`src/rtl/pipeline_ctrl_pkg.sv`:
```
// ---------------------------------------------------------------------------
// pipe_ctrl_pkg
// Shared definitions for the pipeline stall/flush sequencer:
//   ctrl_state_e : sequencer states (RUN, MC_BUSY, MC_DONE_WAIT)
//   NOP_INSN     : canonical RV32 NOP (addi x0,x0,0) loaded on IF/ID flush
//   REG_X0       : register index of the hard-wired zero register
// ---------------------------------------------------------------------------
package pipe_ctrl_pkg;

    typedef enum logic [1:0] {
        RUN          = 2'd0,
        MC_BUSY      = 2'd1,
        MC_DONE_WAIT = 2'd2
    } ctrl_state_e;

    localparam logic [31:0] NOP_INSN = 32'h0000_0013;
    localparam logic [4:0]  REG_X0   = 5'd0;

endpackage

```
`src/rtl/pipeline_ctrl_hazard_detect.sv`:
```
// ---------------------------------------------------------------------------
// hazard_detect
// Purely combinational load-use hazard compare between the instruction in
// ID and a load sitting in EX.
// Ports:
//   i_id_rs1_addr / i_id_rs2_addr : source registers of the ID instruction
//   i_id_uses_rs1 / i_id_uses_rs2 : ID instruction actually reads rs1 / rs2
//   i_ex_valid                    : EX holds a valid instruction
//   i_ex_rd_addr                  : destination register of the EX instruction
//   i_ex_mem_read                 : EX instruction is a load
//   o_load_use                    : ID must wait one cycle for the load data
// ---------------------------------------------------------------------------
module hazard_detect
    import pipe_ctrl_pkg::*;
(
    input  logic [4:0] i_id_rs1_addr,
    input  logic [4:0] i_id_rs2_addr,
    input  logic       i_id_uses_rs1,
    input  logic       i_id_uses_rs2,
    input  logic       i_ex_valid,
    input  logic [4:0] i_ex_rd_addr,
    input  logic       i_ex_mem_read,
    output logic       o_load_use
);

    logic w_rs1_hit;
    logic w_rs2_hit;

    assign w_rs1_hit = i_id_uses_rs1 && (i_id_rs1_addr == i_ex_rd_addr);
    assign w_rs2_hit = i_id_uses_rs2 && (i_id_rs2_addr == i_ex_rd_addr);

    // A load into x0 never produces a value, so it cannot create a hazard.
    assign o_load_use = i_ex_valid && i_ex_mem_read &&
                        (i_ex_rd_addr != REG_X0) && (w_rs1_hit || w_rs2_hit);

endmodule

```
`src/rtl/pipeline_ctrl.sv`:
```
// ---------------------------------------------------------------------------
// pipeline_ctrl
// Central stall/flush sequencer for the 5-stage RV32 pipeline. Resolves
// data-memory waits, multi-cycle EX operations, taken branches and load-use
// hazards, and counts stall cycles and flush events.
// Ports:
//   clk, reset_n                  : clock, asynchronous active-low reset
//   id_rs1_addr .. id_uses_rs2    : operand usage of the ID instruction
//   ex_valid, ex_rd_addr,
//   ex_mem_read, ex_branch_taken,
//   ex_mc_op                      : status of the EX instruction
//   mc_done                       : multi-cycle unit result pulse
//   dmem_req, dmem_ready          : MEM stage access / completion
//   mc_start                      : one-cycle start pulse to the MC unit
//   pc_stall, ifid_stall          : hold PC / IF/ID
//   ifid_flush, idex_flush        : squash IF/ID / ID/EX
//   ex_hold                       : hold ID/EX contents
//   exmem_bubble                  : inject a bubble into EX/MEM
//   pipe_freeze                   : hold every register (memory wait)
//   stall_cycles                  : wrapping count of pc_stall cycles
//   flush_count                   : saturating count of ifid_flush cycles
// All control outputs are combinational from the state and inputs.
// ---------------------------------------------------------------------------
module pipeline_ctrl
    import pipe_ctrl_pkg::*;
#(
    parameter int CNT_W   = 32,
    parameter int FLUSH_W = 16
) (
    input  logic               clk,
    input  logic               reset_n,
    input  logic [4:0]         id_rs1_addr,
    input  logic [4:0]         id_rs2_addr,
    input  logic               id_uses_rs1,
    input  logic               id_uses_rs2,
    input  logic               ex_valid,
    input  logic [4:0]         ex_rd_addr,
    input  logic               ex_mem_read,
    input  logic               ex_branch_taken,
    input  logic               ex_mc_op,
    input  logic               mc_done,
    input  logic               dmem_req,
    input  logic               dmem_ready,
    output logic               mc_start,
    output logic               pc_stall,
    output logic               ifid_stall,
    output logic               ifid_flush,
    output logic               idex_flush,
    output logic               ex_hold,
    output logic               exmem_bubble,
    output logic               pipe_freeze,
    output logic [CNT_W-1:0]   stall_cycles,
    output logic [FLUSH_W-1:0] flush_count
);

    ctrl_state_e        r_state;
    ctrl_state_e        w_next_state;
    logic               r_mc_done_seen;
    logic [CNT_W-1:0]   r_stall_cycles;
    logic [FLUSH_W-1:0] r_flush_count;

    logic w_mem_wait;
    logic w_load_use;
    logic w_mc_done_eff;

    hazard_detect u_hazard_detect (
        .i_id_rs1_addr (id_rs1_addr),
        .i_id_rs2_addr (id_rs2_addr),
        .i_id_uses_rs1 (id_uses_rs1),
        .i_id_uses_rs2 (id_uses_rs2),
        .i_ex_valid    (ex_valid),
        .i_ex_rd_addr  (ex_rd_addr),
        .i_ex_mem_read (ex_mem_read),
        .o_load_use    (w_load_use)
    );

    assign w_mem_wait = dmem_req && !dmem_ready;

    // In MC_DONE_WAIT the result has already been latched, so the live
    // mc_done input no longer matters there.
    assign w_mc_done_eff = ((r_state == MC_BUSY) && mc_done) ||
                           ((r_state == MC_DONE_WAIT) && r_mc_done_seen);

    always_comb begin
        w_next_state = r_state;
        mc_start     = 1'b0;
        pc_stall     = 1'b0;
        ifid_stall   = 1'b0;
        ifid_flush   = 1'b0;
        idex_flush   = 1'b0;
        ex_hold      = 1'b0;
        exmem_bubble = 1'b0;
        pipe_freeze  = 1'b0;

        if (w_mem_wait) begin
            // Memory wait overrides everything; a result arriving now must
            // be remembered until the freeze lifts.
            pipe_freeze = 1'b1;
            pc_stall    = 1'b1;
            ifid_stall  = 1'b1;
            ex_hold     = 1'b1;
            if (r_state == MC_BUSY && mc_done) begin
                w_next_state = MC_DONE_WAIT;
            end
        end else begin
            case (r_state)
                RUN: begin
                    if (ex_valid && ex_mc_op) begin
                        mc_start     = 1'b1;
                        pc_stall     = 1'b1;
                        ifid_stall   = 1'b1;
                        ex_hold      = 1'b1;
                        exmem_bubble = 1'b1;
                        w_next_state = MC_BUSY;
                    end else if (ex_branch_taken) begin
                        // Flush wins over load-use: the stalled ID instruction
                        // is on the wrong path anyway.
                        ifid_flush = 1'b1;
                        idex_flush = 1'b1;
                    end else if (w_load_use) begin
                        pc_stall   = 1'b1;
                        ifid_stall = 1'b1;
                        idex_flush = 1'b1;
                    end
                end
                MC_BUSY, MC_DONE_WAIT: begin
                    if (w_mc_done_eff) begin
                        // All controls low: the EX instruction advances now.
                        w_next_state = RUN;
                    end else begin
                        pc_stall     = 1'b1;
                        ifid_stall   = 1'b1;
                        ex_hold      = 1'b1;
                        exmem_bubble = 1'b1;
                    end
                end
                default: begin
                    w_next_state = RUN;
                end
            endcase
        end

        // Outputs go quiet as soon as reset is asserted, without waiting for
        // the state register to be cleared by the next event.
        if (!reset_n) begin
            mc_start     = 1'b0;
            pc_stall     = 1'b0;
            ifid_stall   = 1'b0;
            ifid_flush   = 1'b0;
            idex_flush   = 1'b0;
            ex_hold      = 1'b0;
            exmem_bubble = 1'b0;
            pipe_freeze  = 1'b0;
        end
    end

    always_ff @(posedge clk or negedge reset_n) begin
        if (!reset_n) begin
            r_state        <= RUN;
            r_mc_done_seen <= 1'b0;
            r_stall_cycles <= '0;
            r_flush_count  <= '0;
        end else begin
            r_state        <= w_next_state;
            r_mc_done_seen <= (w_next_state == MC_DONE_WAIT);
            if (pc_stall) begin
                r_stall_cycles <= r_stall_cycles + CNT_W'(1);
            end
            if (ifid_flush && !(&r_flush_count)) begin
                r_flush_count <= r_flush_count + FLUSH_W'(1);
            end
        end
    end

    assign stall_cycles = r_stall_cycles;
    assign flush_count  = r_flush_count;

endmodule

```
`config.mk`:
```
export PLATFORM = sky130hd
export DESIGN_NAME = pipeline_ctrl
export DESIGN_NICKNAME = d
export VERILOG_FILES = /design/src/rtl/pipeline_ctrl_pkg.sv /design/src/rtl/pipeline_ctrl_hazard_detect.sv /design/src/rtl/pipeline_ctrl.sv
export SDC_FILE = /design/constraint.sdc
export NUM_CORES = 1
export LEC_CHECK = 0
export CORE_UTILIZATION = 43
export CTS_BUF_LIST = sky130_fd_sc_hd__clkbuf_16
export CTS_CLUSTER_SIZE = 8
export DETAILED_ROUTE_END_ITERATION = 16
export GPL_TIMING_DRIVEN = 0
export PLACE_DENSITY = 0.77
export SYNTH_ARGS = -nofsm -noshare
export SYNTH_HDL_FRONTEND = slang
export SYNTH_HIERARCHICAL = 1
export SYNTH_SLANG_ARGS = --single-unit
```
`constraint.sdc`:
```
create_clock -name clk -period 2.5 [get_ports clk]
set_clock_uncertainty 0.1 [all_clocks]
set_input_delay 0.375 -clock clk [delete_from_list [all_inputs] [get_ports clk]]
set_output_delay 0.375 -clock clk [all_outputs]
set_load 0.005 [all_outputs]
```
==> out/metrics.csv <==
metric,value,unit
core_area,6026,um^2
cp-end-kind,flip-flop,
cp_common_cell,buf_4,
die_area,6648,um^2
synth_cell_types,43,
area_growth,48.48,%
clock_sinks,51,
pre_cts_slack,-1.039,ns
start_kind,flip-flop,
worstMarginPinSlew,0.6565,ns
ys.flop_type,dfrtp_1,
drcViolationCount,0,
fin_crit,2.450,ns
htreeDepth,2,
min_period_over_period,98.00,%
grt_most_used_layer,met2,
antenna_cells,0,
start_util,45.14,%
power.leakage,0.001874,uW
dp.cells,426,
hp-class,in -> async,
worst_ir_drop_vdd,0.0004220,V
rows,28,
gp_congestion,0.7694,
vias_per_cell,5.138,
drt-wirelength-per-cell,14.03,um
maxSlewHeadroom,55.86,%
outcome,completed,
synth_edf_count,0,
synth_area_leaders,"dfrtp_1 47%, xor2_1 12%, xnor2_1 5.2%",
stdcell_count,457,
overflow,0,
first_pass_iters,4,
crit_path_max_fanout,3,
slew_violations,0,
numPortBuffers,81,
max_freq,0.4082,GHz
drive_gt1_share,20.16,%
cts-root-buf,clkbuf_16,
grt_usage,20.45,%
drtAntennaViolNets,0,
syn-num-nets,301,
r2r_slack,0.05,ns
grt_max_degree,41,
dpl.hpwl,4561,um
crit_type,reg -> reg,
syn_inst,269,
drt_iter0_markers,69,
die_w,81.54,um
rsz0062_at_grt,true,
use_met1,25.63,%
drv_cap,0,
grt_pass1_wl,10340,um
synth_area,2720,um^2
grt_pass1_vias,2269,
vias,2348,
seq_area_frac_synth,46.92,%
finalSetupViolations,0,
grt_use_met3,3.333,%
syn_area_per_cell,10.11,um^2
cp_cell_sequence,inv_2 > ha_2 > a22oi_2 > nand2_2 > buf_4 > buf_4 > buf_4 > buf_4 > buf_4 > buf_4 > buf_4 > buf_4 > a21oi_2 > o22a_1 > nor2b_1,
synth-async-reset-ratio,100.0,%
slowest_delay,0.39,ns
critPathSlowestCell,dfrtp_1,
layout_setup_ws,0.04997,ns
cts-buffers-inserted,5,
routed_wl,6411,um
ios,82,
ys_seq_elements,51,
clockBufferDepth,2,
yosysWarnings,6,
crit_arrival,2.57,ns
yosysMostFrequentCell,dfrtp_1,
clk_pin_slew,0.07,ns
clk_latency,0.29,ns
synth_top_cell_area_share,46.92,%
finalHoldViolations,0,
powerDensity,692.8,nW/um^2
yosys.area.top_type,dfrtp_1,
synth_common_cells,"51 x dfrtp_1, 38 x xor2_1, 25 x nand2_1, 25 x nor2_1",
tritoncts,built,
grt.met2_usage,36.00,%
antenna_found_initial,0,
die_h,81.54,um
nets,413,
critPathRequiredTime,2.62,ns
## state kept, by name, indices dropped and copies added (netlist names)
| register | cells |
|---|---|
| r_mc_done_seen | 1 |
| stall_cycles | 32 |
| flush_count | 16 |
| r_state | 2 |
## per-stage QoR
stage | power (uW) | hold WS (ns) | util [%] | cell area (um^2) | TNS, ns
floorplan | 1436 | -0.02059 | - | 2720 | 0
global placement | 1790 | 0.3551 | 60.15 | 3625 | -114.29
detailed placement | 1813 | 0.1826 | 60.40 | 3640 | -17.82
CTS | 2692 | 0.07117 | 65.64 | 3955 | -0.06109
global route | 2955 | 0.08884 | 67.03 | 4039 | -0.2393
finish | 2798 | 0.05842 | 67.03 | 4039 | 0
## cells in the final DEF, fill, tap and decap left out, types with 3 or more instances in the layout
cell type / netlist / routed
clkbuf_16: 0 / 5
buf_4: 1 / 23
nor3_1: 14 / 11
nor4_1: 5 / 4
clkdlybuf4s50_1: 0 / 62
clkdlybuf4s15_1: 0 / 3
nand3_1: 16 / 16
xor2_1: 38 / 37
buf_2: 2 / 6
nor3_2: 1 / 4
a21oi_2: 1 / 3
inv_2: 0 / 3
and3_1: 7 / 7
ha_1: 6 / 3
inv_1: 9 / 6
dlygate4sd2_1: 0 / 6
mux2_2: 3 / 3
xnor2_1: 16 / 16
ha_2: 0 / 3
nor2_1: 25 / 25
dfrtp_1: 51 / 51
nand4_1: 10 / 10
nand2_1: 25 / 23
nor2b_1: 4 / 4
## path summary, 6_finish.rpt
check | end | depth (start not counted) | startpoint
worst min-delay path | stall_cycles[28] | 3 | reset_n
worst max-delay path | r_mc_done_seen | 15 | r_state[0]
worst min register to register | stall_cycles[31] | 1 | stall_cycles[31]
worst max register to register | r_mc_done_seen | 15 | r_state[0]
min in group clk | stall_cycles[31] | 1 | stall_cycles[31]
max in group asynchronous | stall_cycles[4] | 2 | reset_n
## cell families after synthesis
family / share of synthesized area (%)
buffers and inverters: 2.024
muxes: 1.242
AOI/OAI and AO/OA: 5.382
and+or+nand+nor: 24.29
DFF: 46.92
adders and majority gates: 2.760
xor gates and xnor gates: 17.39
## metal layers
metal	share of wire [%]	vias to the layer above
li1	-	1155
met1	44	1119
met2	50	68
met3	4.6	6
met4	0.98	0
met5	0	-
## what timing repair did
action | CTS | global route
hold buffers | 2 | 0
endpoints found under the hold margin | 11 | 0
buffers inserted | 15 | 7
gates resized for setup | 61 | 20
pin swaps | 15 | 12
endpoints found under the setup margin | 35 | 19
## report_power, final
part / leakage (uW) / switching, uW / internal (uW) / total, uW
sequential: 0.000674 / 132 / 925 / 1060
clock: 0.0000649 / 288 / 364 / 652
combinational: 0.00114 / 436 / 653 / 1090
total: 0.00187 / 856 / 1940 / 2800
## area by class of cell
class	count	area (um^2)
Fill cell	510	1987
Multi-Input combinational cell	205	1484
Sequential cell	51	1276
Timing Repair Buffer	106	991.0
Clock buffer	5	125.1
Tap cell	75	93.84
Inverter	9	33.78
Buffer	3	20.02
Clock inverter	3	15.01
## critical path: cells and delay by family (launching register included)
kind / cells / cell delay (ns)
AOI/OAI and AO/OA: 3 / 0.47
adders and majority gates: 1 / 0.18
buffers and inverters: 9 / 1.03
DFF: 1 / 0.39
and+or+nand+nor: 2 / 0.22
(Power assumes the default switching activity.)
==> patch (config.mk and constraints unchanged) <==
Re-encode `ctrl_state_e` (3 states) as one-hot, 3 bits wide.
--- a/src/rtl/pipeline_ctrl_pkg.sv
+++ b/src/rtl/pipeline_ctrl_pkg.sv
@@ -9,6 +9,6 @@
 
-    typedef enum logic [1:0] {
-        RUN          = 2'd0,
-        MC_BUSY      = 2'd1,
-        MC_DONE_WAIT = 2'd2
+    typedef enum logic [2:0] {
+        RUN          = 3'b001,
+        MC_BUSY      = 3'b010,
+        MC_DONE_WAIT = 3'b100
     } ctrl_state_e;
Function: same outputs for any inputs over 10 cycles, from zero or initial values and one cycle with reset_n low; not proved beyond that.
==> patch against the original RTL <==
  * Synthesized area rose by 0.97%
  * Sequential cell count rose by 1
  * Total power fell by 17%
  * Worst hold slack improved by 0.024 ns
  * Wire length rose by 3.5%
  * Sequential share of layout area rose by 0.65 points
  * First-iteration DRC count rose by 130%
  * Count of clock-buffer cells in the layout did not move
  * Setup slack got worse by 0.0033 ns
  * Critical path depth fell by 4
  * Cell count fell by 2.6%
  * Cell area did not move
  * Synthesized cell count fell by 0.74%
  * Critical path type is now primary input to flip-flop
==> patch: results (changes against the original RTL) <==
status: "complete, no violations"
relSlewSlack: 0.438  # -0.120
fin_nets: 397  # -3.9%
cp_max_fo: 7  # +4
ys_types: 44  # +2.3%
cpPeakStageDelay_ns: 0.53  # +0.14 ns
vias: 2310  # -1.6%
synthesis.nets: 295  # -2.0%
drtIter0Drc: 157  # +130%
drive_above_1_share: 0.184  # -0.0178
powerDensity_mw_per_mm2: 578  # -17%
cpLargestDelayFamily: "compound AO/OA/AOI/OAI gates"
grt_pass1_vias: 2235  # -1.5%
wire_per_inst_um: 14.9  # +6.3%
placedInstanceArea_sq_mm: 0.00367  # +0.93%
netlist_top_cells_area: "dfrtp_1, xor2_1, xnor2_1"
synth_common_cells: "dfrtp_1, xor2_1, nand2_1, xnor2_1, nand3_1"
startpoint: "ex_rd_addr[1]"
arrival_ns: 2.52  # -0.05 ns
place_inst: 424  # -0.47%
dp_hpwl_um: 4560  # about the same
critPathSlowestCell: "or4_4"
vdd_ir_drop_max_mv: 0.533  # +26%
power.leakage_nw: 1.83  # -2.2%
fillCellCount: 470  # -7.8%
grt_pass1_wl_um: 10500  # +1.2%
diodes: 0  # unchanged
grt_usage: 0.205  # +0.000404
rr_startpoint: "r_state[0]"
routabilityCongestion: 0.805  # +4.6%
start_kind: "primary input"
grt_max_degree: 33  # -20%
r2r_cells: 7  # -8
-- patch: changes by cell type after synthesis, sizes merged, moves of 4 or more --
cell   unedited run  this run
and3              7         3
ha                6         2
inv               9        16
nand2            25        21
nand4            11         7
nor2             25        14
nor4              6        15
xnor2            16        21
xor2             38        34
-- patch: final cells by class --
class	instances	area share
multi-input cells	192	0.363
flip-flops and latches	52	0.322
repair buffers	96	0.227
clock buffers	5	0.0310
well taps	75	0.0232
inverters	16	0.0149
plain buffers	6	0.0139
clock inverters	3	0.00434
-- patch: path summary, 6_finish.rpt --
kind,endpoint,slack (ns)
setup / recovery,stall_cycles[31],0.05
hold / removal,flush_count[15],0.08
max in group asynchronous,stall_cycles[30],1.11
setup reg to reg,flush_count[15],0.10
hold reg to reg,stall_cycles[31],0.37
min in group clk,stall_cycles[31],0.37
-- patch: timing repair --
| item | in CTS | in global routing |
|---|---|---|
| buffers inserted | 7 | 4 |
| endpoints found under the hold margin | 19 | 0 |
| setup endpoints to repair | 39 | 24 |
| pin swaps | 12 | 15 |
| gates cloned | 0 | 1 |
| hold buffers | 2 | 0 |
| gates resized for setup | 53 | 20 |
-- patch: worst register-to-register path, delay by kind of cell, from the launching register on --
kind            cells  cell delay (ns)
compound gates      1             0.21
xor+xnor            1             0.21
buf+inv             2             0.22
flops               1             0.54
simple gates        3             1.04
-- patch: cells by family (layout without fill, tap and decap cells) --
group           Yosys count  in the layout  share of synthesized area
compound gates           18             18                     0.0524
xor+xnor                 55             55                      0.175
fa+ha+maj                 2              2                    0.00911
buf+inv                  23            126                     0.0369
flops                    52             52                      0.474
mux                       2              2                    0.00774
simple gates            115            115                      0.244
-- patch: power breakdown --
group / internal (mW) / switching (mW) / leakage, nW
combinational: 0.358 / 0.254 / 1.11
clock: 0.370 / 0.307 / 0.0716
sequential: 0.933 / 0.113 / 0.651
total: 1.66 / 0.673 / 1.83
-- patch: per-stage QoR --
step | setup slack (ns) | power (mW) | TNS [ns]
6_report | 0.0466 | 2.33 | 0
5_1_grt | -0.0493 | 2.46 | -0.186
4_1_cts | 0.00743 | 2.32 | 0
3_5_place_dp | -0.941 | 1.58 | -23.51
3_3_place_gp | -1.94 | 1.56 | -132.70
2_1_floorplan | 0.0727 | 1.28 | 0
-- patch: routing by layer --
layer | global-route usage | wire length [um] | up-vias
met2 | 0.351 | 3450 | 53
met1 | 0.262 | 2900 | 1120
met5 | 0 | 0 | -
met4 | 0.0649 | 76 | 0
li1 | - | - | 1130
met3 | 0.0344 | 213 | 7
